File: src/rtl/sig_mag_pkg.sv
`default_nettype none
// ============================================================================
// Package  : sig_mag_pkg
// Brief    : Shared states, sizing helpers for the sign/magnitude packer.
// Revision : 1.0
// ============================================================================
package sig_mag_pkg;

   typedef enum logic [1:0] {
      IDLE    = 2'd0,
      CAPTURE = 2'd1,
      DRAIN   = 2'd2
   } state_t;

   function automatic int samples_per_word(input int word_w);
      return word_w / 2;
   endfunction

   // Width of a counter holding 0..n-1; never narrower than one bit.
   function automatic int cnt_width(input int n);
      return (n <= 2) ? 1 : $clog2(n);
   endfunction

   function automatic int level_width(input int depth);
      return $clog2(depth) + 1;
   endfunction

endpackage
`default_nettype wire

File: src/rtl/sig_mag_word_fifo.sv
`default_nettype none
// ============================================================================
// Module   : sig_mag_word_fifo
// Brief    : First-word-fall-through word FIFO; a push on full succeeds when
//            a pop happens in the same cycle.
// Revision : 1.0
// ============================================================================
module sig_mag_word_fifo
   import sig_mag_pkg::*;
#(
   parameter int WORD_W     = 32,
   parameter int FIFO_DEPTH = 8
) (
   input  logic                                clk,
   input  logic                                resetn,
   input  logic                                push,
   input  logic [WORD_W-1:0]                   push_data,
   input  logic                                pop,
   output logic [WORD_W-1:0]                   pop_data,
   output logic                                full,
   output logic                                empty,
   output logic [level_width(FIFO_DEPTH)-1:0]  level
);

   localparam int c_PTR_W = $clog2(FIFO_DEPTH);
   localparam int c_LVL_W = level_width(FIFO_DEPTH);

   logic [WORD_W-1:0]  r_mem [FIFO_DEPTH];
   logic [c_PTR_W-1:0] r_wr_ptr;
   logic [c_PTR_W-1:0] r_rd_ptr;
   logic [c_LVL_W-1:0] r_level;
   logic               w_pop_ok;
   logic               w_push_ok;

   assign full      = (r_level == c_LVL_W'(FIFO_DEPTH));
   assign empty     = (r_level == '0);
   assign w_pop_ok  = pop & ~empty;
   assign w_push_ok = push & (~full | w_pop_ok);
   assign level     = r_level;
   // Head is masked while empty so stale storage never shows on the port.
   assign pop_data  = empty ? '0 : r_mem[r_rd_ptr];

   always_ff @(posedge clk) begin
      if (w_push_ok) begin
         r_mem[r_wr_ptr] <= push_data;
      end
   end

   always_ff @(posedge clk) begin
      if (!resetn) begin
         r_wr_ptr <= '0;
         r_rd_ptr <= '0;
         r_level  <= '0;
      end else begin
         if (w_push_ok) begin
            r_wr_ptr <= r_wr_ptr + c_PTR_W'(1);
         end
         if (w_pop_ok) begin
            r_rd_ptr <= r_rd_ptr + c_PTR_W'(1);
         end
         case ({w_push_ok, w_pop_ok})
            2'b10:   r_level <= r_level + c_LVL_W'(1);
            2'b01:   r_level <= r_level - c_LVL_W'(1);
            default: r_level <= r_level;
         endcase
      end
   end

endmodule
`default_nettype wire

File: src/rtl/sig_mag_packer.sv
`default_nettype none
// ============================================================================
// Module   : sig_mag_packer
// Brief    : Packs {sig,mag} samples into words for a fixed-length capture
//            window and streams them out through a word FIFO.
// Revision : 1.0
// ============================================================================
module sig_mag_packer
   import sig_mag_pkg::*;
#(
   parameter int WORD_W     = 32,
   parameter int FIFO_DEPTH = 8,
   parameter int LEN_W      = 16
) (
   input  logic                          clk,
   input  logic                          resetn,
   input  logic                          in_valid,
   input  logic                          sig,
   input  logic                          mag,
   input  logic                          start,
   input  logic [LEN_W-1:0]              length,
   output logic [WORD_W-1:0]             out_data,
   output logic                          out_valid,
   input  logic                          out_ready,
   output logic                          busy,
   output logic                          done,
   output logic                          overflow,
   output logic [$clog2(FIFO_DEPTH):0]   fifo_level
);

   localparam int c_SAMPLES_PER_WORD = samples_per_word(WORD_W);
   localparam int c_SCNT_W           = cnt_width(c_SAMPLES_PER_WORD);
   localparam int c_LVL_W            = level_width(FIFO_DEPTH);
   localparam logic [c_SCNT_W-1:0] c_LAST_SAMPLE = c_SCNT_W'(c_SAMPLES_PER_WORD - 1);

   state_t              r_state;
   state_t              w_state_nxt;
   logic [LEN_W-1:0]    r_len;
   logic [LEN_W-1:0]    r_word_cnt;
   logic [c_SCNT_W-1:0] r_samp_cnt;
   logic [WORD_W-1:0]   r_shift;
   logic                r_overflow;
   logic                r_done;

   logic                w_start_idle;
   logic                w_take;
   logic                w_word_done;
   logic                w_last_word;
   logic                w_pop;
   logic                w_full;
   logic                w_empty;
   logic                w_drain_done;
   logic [WORD_W-1:0]   w_word;
   logic [c_LVL_W-1:0]  w_level;

   // New samples enter at the top and shift down, so sample 0 ends in the LSBs.
   assign w_word       = {sig, mag, r_shift[WORD_W-1:2]};
   assign w_start_idle = (r_state == IDLE) & start;
   assign w_take       = (r_state == CAPTURE) & in_valid;
   assign w_word_done  = w_take & (r_samp_cnt == c_LAST_SAMPLE);
   assign w_last_word  = w_word_done & ((r_word_cnt + LEN_W'(1)) == r_len);
   assign w_pop        = out_valid & out_ready;
   // Look ahead one pop so done lands in the cycle right after the last pop.
   assign w_drain_done = w_empty | ((w_level == c_LVL_W'(1)) & w_pop);

   assign out_valid  = ~w_empty;
   assign busy       = (r_state != IDLE);
   assign done       = r_done;
   assign overflow   = r_overflow;
   assign fifo_level = w_level;

   sig_mag_word_fifo #(
      .WORD_W     (WORD_W),
      .FIFO_DEPTH (FIFO_DEPTH)
   ) u_fifo (
      .clk       (clk),
      .resetn    (resetn),
      .push      (w_word_done),
      .push_data (w_word),
      .pop       (w_pop),
      .pop_data  (out_data),
      .full      (w_full),
      .empty     (w_empty),
      .level     (w_level)
   );

   always_ff @(posedge clk) begin
      if (!resetn) begin
         r_state <= IDLE;
      end else begin
         r_state <= w_state_nxt;
      end
   end

   always_comb begin
      w_state_nxt = r_state;
      case (r_state)
         IDLE: begin
            if (start && (length != '0)) begin
               w_state_nxt = CAPTURE;
            end
         end
         CAPTURE: begin
            if (w_last_word) begin
               w_state_nxt = DRAIN;
            end
         end
         DRAIN: begin
            if (w_drain_done) begin
               w_state_nxt = IDLE;
            end
         end
         default: w_state_nxt = IDLE;
      endcase
   end

   always_ff @(posedge clk) begin
      if (!resetn) begin
         r_len      <= '0;
         r_word_cnt <= '0;
         r_samp_cnt <= '0;
         r_shift    <= '0;
         r_overflow <= 1'b0;
         r_done     <= 1'b0;
      end else begin
         r_done <= 1'b0;
         if (w_start_idle) begin
            r_len      <= length;
            r_word_cnt <= '0;
            r_samp_cnt <= '0;
            r_shift    <= '0;
            r_overflow <= 1'b0;
            r_done     <= (length == '0);
         end else begin
            if (w_take) begin
               r_shift    <= w_word;
               r_samp_cnt <= w_word_done ? '0 : r_samp_cnt + c_SCNT_W'(1);
            end
            // Dropped words still advance the counter: the window is sample-timed.
            if (w_word_done) begin
               r_word_cnt <= r_word_cnt + LEN_W'(1);
            end
            if (w_word_done && w_full && !w_pop) begin
               r_overflow <= 1'b1;
            end
            if ((r_state == DRAIN) && w_drain_done) begin
               r_done <= 1'b1;
            end
         end
      end
   end

endmodule
`default_nettype wire

File: config.mk
export PLATFORM = sky130hd
export DESIGN_NAME = sig_mag_packer
export DESIGN_NICKNAME = d
export VERILOG_FILES = /design/src/rtl/sig_mag_pkg.sv /design/src/rtl/sig_mag_word_fifo.sv /design/src/rtl/sig_mag_packer.sv
export SDC_FILE = /design/constraint.sdc
export NUM_CORES = 1
export LEC_CHECK = 0
export ABC_AREA = 1
export CAP_MARGIN = 10
export CORE_UTILIZATION = 38
export DETAILED_ROUTE_END_ITERATION = 6
export GPL_TIMING_DRIVEN = 0
export PLACE_DENSITY_LB_ADDON = 0.15
export SLEW_MARGIN = 20
export SYNTH_ARGS = -nofsm -noshare
export SYNTH_HDL_FRONTEND = slang
export SYNTH_HIERARCHICAL = 1
export SYNTH_SLANG_ARGS = --single-unit
File: constraint.sdc
create_clock -name clk -period 3.6 [get_ports clk]
set_input_delay 0.72 -clock clk [delete_from_list [all_inputs] [get_ports clk]]
set_output_delay 0.72 -clock clk [all_outputs]
set_load 0.01 [all_outputs]
-- After elaboration in Yosys (flattened, before gate mapping)
Memory sizes are Yosys's and may differ from the RTL's. A register that Yosys moved wholly into a read port is not among the register bits.
Cells that the tools add are included.
- input bits: 23
- memories: 1
- word-level logic and storage cells: 67
- memory bits (writable): 256
- bits in registers: 82
- bitwise gates (word level): 13
- eq/ne operators: 11
- $add $sub $neg: 6
- reduce and logical (&&, ||, !) cells: 13
- muxes and demuxes: 13
- memories (memory ; depth ; bits a word ; rd ports ; clocked after Yosys merged registers in ; wr ports ; RTL line ; RTL):
    u_fifo.r_mem ; 8 ; 32 ; 1 ; 1 ; 1 ; sig_mag_word_fifo.sv:28 ; logic [WORD_W-1:0] r_mem [FIFO_DEPTH];
- operators by type and width (operator ; count):
    32-bit two-way mux ; 1
    16-bit by 1-bit adder with 16-bit output, second input constant ; 1
    16-bit == test ; 1
    16-bit logical NOT ; 1
    16-bit nonzero test ; 1
    4-bit by 1-bit adder with 4-bit output, second input constant ; 2
    1-bit bitwise AND ; 8
    4-bit == test, second input constant ; 2
    4-bit case mux with 2 select lines ; 1
    3-bit by 1-bit adder with 3-bit output, second input constant ; 2
    2-bit two-way mux ; 3
    3-bit two-way mux ; 2
    2-bit case mux with 3 select lines ; 1
    2-bit by 1-bit == test with 1-bit output, second input constant ; 2
    2-bit == test, second input constant ; 2
    4-bit by 1-bit == test with 1-bit output, second input constant ; 1
    1-bit logical AND ; 4
    4-bit logical NOT ; 1
    1-bit two-way mux ; 4
    4-bit two-way mux ; 1
    2-bit != test, second input constant ; 2
    2-bit nonzero test ; 2
    4-bit by 1-bit subtractor with 4-bit output, second input constant ; 1
    1-bit inverter ; 3
    other kinds (6) ; 7

-- Logic depth before layout (Yosys ltp)
Gate-level depths: netlist of run 1.
- word-level depth: 8
- gate-level depth with buffers: 18

-- Modules after synthesis
Netlist of run 1, hierarchy kept.
- by module, submodules not included (module ; cells each ; instances ; area an instance (µm²)):
    sig_mag_word_fifo ; 819 ; 1 ; 10721.5
    sig_mag_packer ; 477 ; 1 ; 3290.7

-- Worst setup path after synthesis of run 1
No wires, ideal clock.
- kind: register -> register
- start point: register u_fifo.r_level[1] (netlist: u_fifo/level[1])
- end point: memory u_fifo.r_mem[1][0] (enable)
- library setup time: 0.421 ns
- path buffers: 1
- arrival: 3.047 ns
- path slack: 0.132 ns
- stages on the path, launching flop included: 14
- clock period less this slack: 3.468 ns
- cells stage by stage: dfxtp_1 nor2_4 nand2_2 buf_1 inv_1 inv_1 nand2_1 inv_1 inv_1 nand4_1 nand2_1 nor2_1 inv_1 nor2_1
- word-level cells in the longest chain between the ends: 8
- elaborated cells on any way between the ends: 10
- classes of those cells: eq/ne (1); mux (2); bitwise (6); reduce/logical (1)
- ends and longest elaborated chain (item ; RTL line ; RTL):
    start: declaration ; sig_mag_word_fifo.sv:31 ; logic [c_LVL_W-1:0] r_level;
    start signal: assignment ; sig_mag_word_fifo.sv:62 ; 2'b10: r_level <= r_level + c_LVL_W'(1);
    start signal: assignment ; sig_mag_word_fifo.sv:63 ; 2'b01: r_level <= r_level - c_LVL_W'(1);
    start signal: assignment ; sig_mag_word_fifo.sv:64 ; default: r_level <= r_level;
    4-bit logical NOT ; sig_mag_word_fifo.sv:36 ; assign empty = (r_level == '0);
    named net w_empty ; sig_mag_packer.sv:51 ; logic w_empty;
    1-bit inverter ; sig_mag_packer.sv:66 ; assign out_valid = ~w_empty;
    named net out_valid ; sig_mag_packer.sv:23 ; output logic out_valid,
    1-bit bitwise AND ; sig_mag_packer.sv:62 ; assign w_pop = out_valid & out_ready;
    named net w_pop ; sig_mag_packer.sv:49 ; logic w_pop;
    1-bit bitwise AND ; sig_mag_word_fifo.sv:37 ; assign w_pop_ok = pop & ~empty;
    1-bit OR ; sig_mag_word_fifo.sv:38 ; assign w_push_ok = push & (~full | w_pop_ok);
    1-bit bitwise AND ; sig_mag_word_fifo.sv:38 ;
    1-bit two-way mux ; sig_mag_word_fifo.sv:44 ; if (w_push_ok) begin
    1-bit two-way mux (not written as such) ; sig_mag_word_fifo.sv:45 ; r_mem[r_wr_ptr] <= push_data;
    end: declaration ; sig_mag_word_fifo.sv:28 ;
The timed path passes the listed nets, and every way through them passes these cells.

==> flow_metrics.env, run 1 <==
export IMPL_status="finished clean"
export IMPL_gp_congestion=0.821
export IMPL_cts_made_buffers=38
export IMPL_cp_start_kind="register"
export IMPL_fin_crit_sh_pct=95.8
export IMPL_cpMaxStageDelayCell="clkdlybuf4s50_1"
export IMPL_max_cap_violations=0
export IMPL_required_ns=2.88
export IMPL_ant_nets=0
export IMPL_via_per_inst=5.05
export IMPL_r2r_slack_ns=0.30
export IMPL_synth_cell_types=34
export IMPL_grt_overflow_total=0
export IMPL_die_area_um2=37600
export IMPL_slew_headroom_pct=57.3
export IMPL_finish_net_count=1446
export IMPL_fin_crit_ns=3.45
export IMPL_io_buffers=62
export IMPL_clk_pin_slew_ns=0.06
export IMPL_yosysTopAreaCell="edfxtp_1"
export IMPL_synth_edff_count=256
export IMPL_path_cells="clkbuf_1 > inv_1 > clkbuf_1 > o21ai_0 > nor2_1 > clkdlybuf4s50_1"
export IMPL_crit_fanout=10
export IMPL_ff2ff_path_depth=14
export IMPL_arrival_ns=2.73
export IMPL_wl_per_cell_um=17.8
export IMPL_fmaxAchievable_mhz=290
export IMPL_worstSetupPathType="reg2out"
export IMPL_synth_seq_cells=339
export IMPL_synth_area_um2=14000
export IMPL_ir_worst_vdd_uv=317
export IMPL_min_from="u_fifo/r_rd_ptr[2]$_SDFFE_PN0N_"
export IMPL_rsz0062_at_grt="no"
export IMPL_synth_fp_nets=1326
export IMPL_crit_top_cell="clkbuf_1"
export IMPL_synthCells=1296
export IMPL_cellPowerDensity_nw_per_um2=483
export IMPL_slew_violations=0
export IMPL_dp_hpwl_um=22900
export IMPL_fillers=3293
export IMPL_insertedDiodeCount=0
export IMPL_r2r_end="u_fifo/r_mem[1][29]$_DFFE_PP_"
export IMPL_drive_above_1_share_pct=9.89
export IMPL_clockBufferDepth=3
export IMPL_place_area_um2=15500
export IMPL_final_setup_viol_count=0
export IMPL_syn_to_final_growth_pct=20.8
export IMPL_r2r_start="u_fifo/level[3]$_SDFFE_PN0P_"
export IMPL_synth_top_area_share_pct=54.9
export IMPL_synth_async_sr_flop_share_pct=0
export IMPL_power_leakage_nw=5.62
export IMPL_vias=9633
export IMPL_synth_ff_type="edfxtp_1"
export IMPL_hold_viol=0
export IMPL_dieHeight_um=194
export IMPL_drc=0
export IMPL_htree_levels=2
export IMPL_cts_sinks=339
export IMPL_drt_total_wl_um=34000
export IMPL_fin_worst_skew_ns=0.0157
export IMPL_die_w_um=194
export IMPL_placementRows=69
export IMPL_fin_area_um2=16900
export IMPL_synth_common_cells="edfxtp_1 (256), nor2_1 (253), o21ai_0 (165)"
export IMPL_worst_hold_slack_ns=0.462
export IMPL_preCtsSetupSlack_ns=-0.101
export IMPL_grt_pass1_wl_um=52600
export IMPL_track_usage_pct=18.0
export IMPL_initial_core_util_pct=39.0
export IMPL_antenna_found_initial=0
export IMPL_grt_max_degree=21
export IMPL_tns_ns=0
export IMPL_firstDrtPassIters=7
export IMPL_min_to="u_fifo/r_rd_ptr[2]$_SDFFE_PN0N_"
export IMPL_io_pins=63
export IMPL_drtIter0Drc=653
export IMPL_slowest_delay_ns=0.56
export IMPL_synth_avg_cell_area_um2=10.8
export IMPL_hp_class="reg2reg"
export IMPL_core_um2=35900
export IMPL_synth_most_common_cell="edfxtp_1"
export IMPL_setup_ws_ns=0.151
export IMPL_synth_area_top_cells="edfxtp_1 (55%), dfxtp_1 (12%), nor2_1 (6.8%)"
export IMPL_seq_area_frac_synth_pct=66.7
export IMPL_grt_pass1_vias=9175
export IMPL_cp_top_family="buffers and inverters"
export IMPL_min_path_cells=2
export IMPL_cp_num_buf_inv=4
export IMPL_end_kind="primary output"
export IMPL_ys_warn_count=6
export IMPL_power_total_w=0.00818
export IMPL_root_buffer="clkbuf_16"
export IMPL_cts_tree="built"
export IMPL_worst_pin_slew_ns=0.640
export IMPL_clock_latency_ns=0.52
per-stage QoR:
step,utilization (%),std cells
global route,47.1,1907
CTS,46.9,1903
detailed placement,43.3,1830
finish,47.1,1907
floorplan,-,1296
global placement,42.3,1819
state kept, by name, summed over array words and instances, names as in the netlist, named ones only:
signal and flops:
u_fifo/r_mem 256, r_shift 30, r_len 16, r_word_cnt 16, r_samp_cnt 4, u_fifo/level 4, u_fifo/r_rd_ptr 3, u_fifo/r_wr_ptr 3
r_state 2, done 1, overflow 1
layout by cell type, fill, tap and decap left out, types with 12 or more instances in the layout:
| master | netlist | layout |
|---|---|---|
| edfxtp_1 | 256 | 256 |
| nor2_1 | 253 | 245 |
| o21ai_0 | 165 | 165 |
| nand2_1 | 161 | 161 |
| dfxtp_1 | 83 | 83 |
| clkdlybuf4s50_1 | 0 | 62 |
| inv_1 | 57 | 57 |
| a21oi_1 | 50 | 50 |
| o22ai_1 | 46 | 46 |
| clkbuf_16 | 0 | 41 |
| nand3_1 | 38 | 38 |
| mux2i_1 | 32 | 32 |
| clkbuf_1 | 25 | 30 |
| o21ai_1 | 20 | 20 |
| nand4_1 | 18 | 18 |
| buf_2 | 16 | 17 |
| nor2_4 | 8 | 16 |
| clkbuf_2 | 4 | 12 |
worst register-to-register path: stages (launching register included):
cell,delay [ns]
dfxtp_1,0.47
nor2_2,0.09
nand2_2,0.23
buf_2,0.33
inv_1,0.14
inv_1,0.14
nand2_1,0.13
inv_1,0.12
inv_1,0.07
nand4_1,0.10
nand2_1,0.11
nor2_1,0.15
inv_1,0.18
nor2_4,0.51
buf_16,0.23
where the power goes:
group / internal, W / total (W) / switching, W
sequential: 0.00417 / 0.00419 / 0.0000168
clock: 0.00233 / 0.00382 / 0.00148
combinational: 0.0000654 / 0.000175 / 0.000109
total: 0.00657 / 0.00818 / 0.00161
what timing repair did:
action / CTS / global route
resized for setup: 4 / 10
hold buffers: 0 / 0
buffers inserted: 3 / 4
pin swaps: 3 / 3
setup endpoints to repair: 137 / 73
routing by layer:
metal	global-route usage [%]	wire length (um)	share of wire, %
met3	2.45	1440	4.2
met1	25.2	16100	47
met4	4.76	596	1.8
met2	29.3	15900	47
met5	0	0	0
how the worst max path moves through the flow:
stage	from	end	slack, ns	cells after the start
final	register	out_data[21]	0.15	6
after floorplan	u_fifo/level[1]$_SDFFE_PN0P_	u_fifo/r_mem[1][0]$_DFFE_PP_	0.13	13
after CTS	register	out_data[20]	0.002	7
after global routing	u_fifo/level[3]$_SDFFE_PN0P_	out_data[3]	0.01	6
after global placement	u_fifo/level[3]$_SDFFE_PN0P_	u_fifo/r_mem[1][30]$_DFFE_PP_	-2.17	13
after detailed placement	u_fifo/level[3]$_SDFFE_PN0P_	u_fifo/r_mem[4][0]$_DFFE_PP_	-0.10	14
layout make-up:
class                      instances  area (um2)  area share [%]
sequential                       339        9350            55.2
multi-input combinational        831        4130            24.4
clock buffer                      56        1100            6.51
timing repair buffer              80        1020            6.05
tap                              461         577            3.41
buffer                            64         370            2.19
inverter                          62         233            1.37
clock inverter                    14         140           0.828
cell families (layout without fill, tap and decap cells):
group / after synthesis / after routing / synth area share, %
muxes: 32 / 32 / 2.29
and+or+nand+nor: 502 / 502 / 15.1
xor gates and xnor gates: 6 / 6 / 0.375
adders and majority gates: 7 / 7 / 0.679
DFF: 339 / 339 / 66.7
buffers and inverters: 126 / 276 / 4.22
AOI/OAI and AO/OA: 284 / 284 / 10.6
Note: power is estimated with default switching activity, not from simulation.
==> run 2: changes to the inputs <==
--- a/config.mk
+++ b/config.mk
@@ -9,7 +9,6 @@
 export CAP_MARGIN = 10
 export CORE_UTILIZATION = 38
 export DETAILED_ROUTE_END_ITERATION = 6
-export GPL_TIMING_DRIVEN = 0
 export PLACE_DENSITY_LB_ADDON = 0.15
 export SLEW_MARGIN = 20
 export SYNTH_ARGS = -nofsm -noshare
==> constraint.sdc (replaced) <==
create_clock -name clk -period 4.28 [get_ports clk]
set_input_delay 0.856 -clock clk [delete_from_list [all_inputs] [get_ports clk]]
set_output_delay 0.856 -clock clk [all_outputs]
set_load 0.01 [all_outputs]
==> run 2 against run 1 <==
Net effect:
- count of clock-buffer cells in the layout shrank 5
- worst hold slack gained 0.0092 ns
- non-clock buffer count shrank 59
- setup slack gained 0.38 ns
- critical endpoint is now out_data[4]
- routed wire length shrank 7.8%
- via count shrank 2.4%
- sequential share of layout area grew 1.9 points
==> flow_metrics.env, run 2 (synthesized netlist as in run 1, its figures left out) <==
export IMPL_preCtsSetupSlack_ns=0.860
export IMPL_final_util_pct=45.6
export IMPL_cts_sinks=339
export IMPL_fillers=3365
export IMPL_grt_pass1_wl_um=50500
export IMPL_dp_hpwl_um=17400
export IMPL_final_setup_viol_count=0
export IMPL_finish_net_count=1386
export IMPL_cellPowerDensity_nw_per_um2=421
export IMPL_grt_max_degree=82
export IMPL_post_cts_buffers=0
export IMPL_end_kind="primary output"
export IMPL_syn_to_final_growth_pct=16.9
export IMPL_arrival_ns=2.89
export IMPL_fin_worst_skew_ns=0.0260
export IMPL_hp_class="reg2reg"
export IMPL_p_sw_share_pct=19.7
export IMPL_largest_register_ffs=256
export IMPL_vias=9397
export IMPL_busiest_layer="met2"
export IMPL_ir_worst_vdd_uv=244
export IMPL_placementRows=69
export IMPL_track_usage_pct=16.9
export IMPL_io_buffers=62
export IMPL_largest_register="u_fifo/r_mem"
export IMPL_power_clock_fraction_pct=46.8
export IMPL_cts_tree="built"
export IMPL_die_w_um=194
export IMPL_place_area_um2=15100
export IMPL_status="finished clean"
export IMPL_die_area_um2=37600
export IMPL_switching_power_w=0.00136
export IMPL_fin_area_um2=16400
export IMPL_drive_above_1_share_pct=8.24
export IMPL_ctsHoldBuffers=0
export IMPL_core_um2=35900
export IMPL_clock_latency_ns=0.52
export IMPL_clk_pin_slew_ns=0.06
export IMPL_dieHeight_um=194
export IMPL_htree_levels=2
export IMPL_drt_total_wl_um=31400
export IMPL_antenna_found_initial=0
export IMPL_worstSetupPathType="reg2out"
export IMPL_power_leakage_nw=5.36
export IMPL_drc=0
export IMPL_fin_crit_sh_pct=87.6
export IMPL_firstDrtPassIters=5
export IMPL_ant_nets=0
export IMPL_required_ns=3.42
export IMPL_use_met2_pct=27.4
export IMPL_crit_fanout=81
export IMPL_wl_per_cell_um=17.0
export IMPL_top_regs="u_fifo/r_mem (256), r_shift (30)"
export IMPL_initial_core_util_pct=39.0
export IMPL_drtIter0Drc=644
export IMPL_slew_violations=0
export IMPL_worst_pin_slew_ns=0.864
export IMPL_tns_ns=0
export IMPL_use_met1_pct=23.8
export IMPL_grt_pass1_vias=9282
export IMPL_use_met3_pct=2.31
export IMPL_hold_viol=0
export IMPL_via_per_inst=5.09
export IMPL_io_pins=63
export IMPL_insertedDiodeCount=0
export IMPL_root_buffer="clkbuf_16"
export IMPL_cp_start_kind="register"
export IMPL_slew_headroom_pct=42.4
export IMPL_gp_congestion=0.794
export IMPL_rsz0062_at_grt="no"
export IMPL_p_int_w=0.00554
export IMPL_layout_commonest_cell="edfxtp_1"
export IMPL_grt_overflow_total=0
export IMPL_cts_resized=0
export IMPL_setup_ws_ns=0.530
export IMPL_max_cap_violations=0
export IMPL_share_seq_of_total_power_pct=51.1
export IMPL_fmaxAchievable_mhz=267
export IMPL_layout_common_cells="edfxtp_1 (256), nor2_1 (245), o21ai_0 (165)"
export IMPL_fin_crit_ns=3.75
export IMPL_clockBufferDepth=3
export IMPL_power_total_w=0.00690
export IMPL_cts_made_buffers=37
export IMPL_comb_power_share_pct=2.1
run 2: per-layer routing:
layer | up-vias | share of wire (%)
li1 | 4669 | -
met1 | 4497 | 49
met2 | 187 | 45
met3 | 44 | 3.6
met4 | 0 | 2.0
met5 | - | 0
run 2: area by class of cell:
type	instances	area, um2	area share (%)
sequential	339	9360	57.1
multi-input combinational	831	4130	25.2
clock buffer	51	1060	6.47
timing repair buffer	85	831	5.07
tap	461	577	3.52
inverter	62	233	1.42
clock inverter	16	195	1.19
run 2: stage by stage:
stage	cells	hold WS [ns]
after global placement	1778	0.450
after detailed placement	1778	0.466
after CTS	1845	0.474
final	1845	0.471
after global routing	1845	0.507
after floorplan	1296	0.433
run 2: worst max-delay path, stage by stage (launching register included):
cell and delay [ns]:
dfxtp_4 0.89, buf_4 0.41, o21ai_0 0.14, o22ai_1 0.21, nor2_1 0.06, nor2_1 0.10, clkdlybuf4s50_1 0.53
run 2: final timing paths:
| kind | start | to | slack [ns] | depth (start not counted) |
|---|---|---|---|---|
| worst min register to register | u_fifo/r_rd_ptr[2]$_SDFFE_PN0N_ | u_fifo/r_rd_ptr[2]$_SDFFE_PN0N_ | 0.47 | 2 |
| worst max-delay path | register | out_data[4] | 0.53 | 6 |
| worst max register to register | u_fifo/level[1]$_SDFFE_PN0P_ | u_fifo/r_mem[6][19]$_DFFE_PP_ | 1.09 | 13 |
| worst min-delay path | u_fifo/r_rd_ptr[2]$_SDFFE_PN0N_ | u_fifo/r_rd_ptr[2]$_SDFFE_PN0N_ | 0.47 | 2 |
run 2: power groups by stage:
stage	clock network [W]	registers, W	logic [W]
2_1_floorplan	0	0.00359	0.0000886
3_3_place_gp	0	0.00359	0.000144
3_5_place_dp	0	0.00359	0.000145
4_1_cts	0.00330	0.00352	0.000145
5_1_grt	0.00344	0.00352	0.000163
6_report	0.00323	0.00352	0.000144
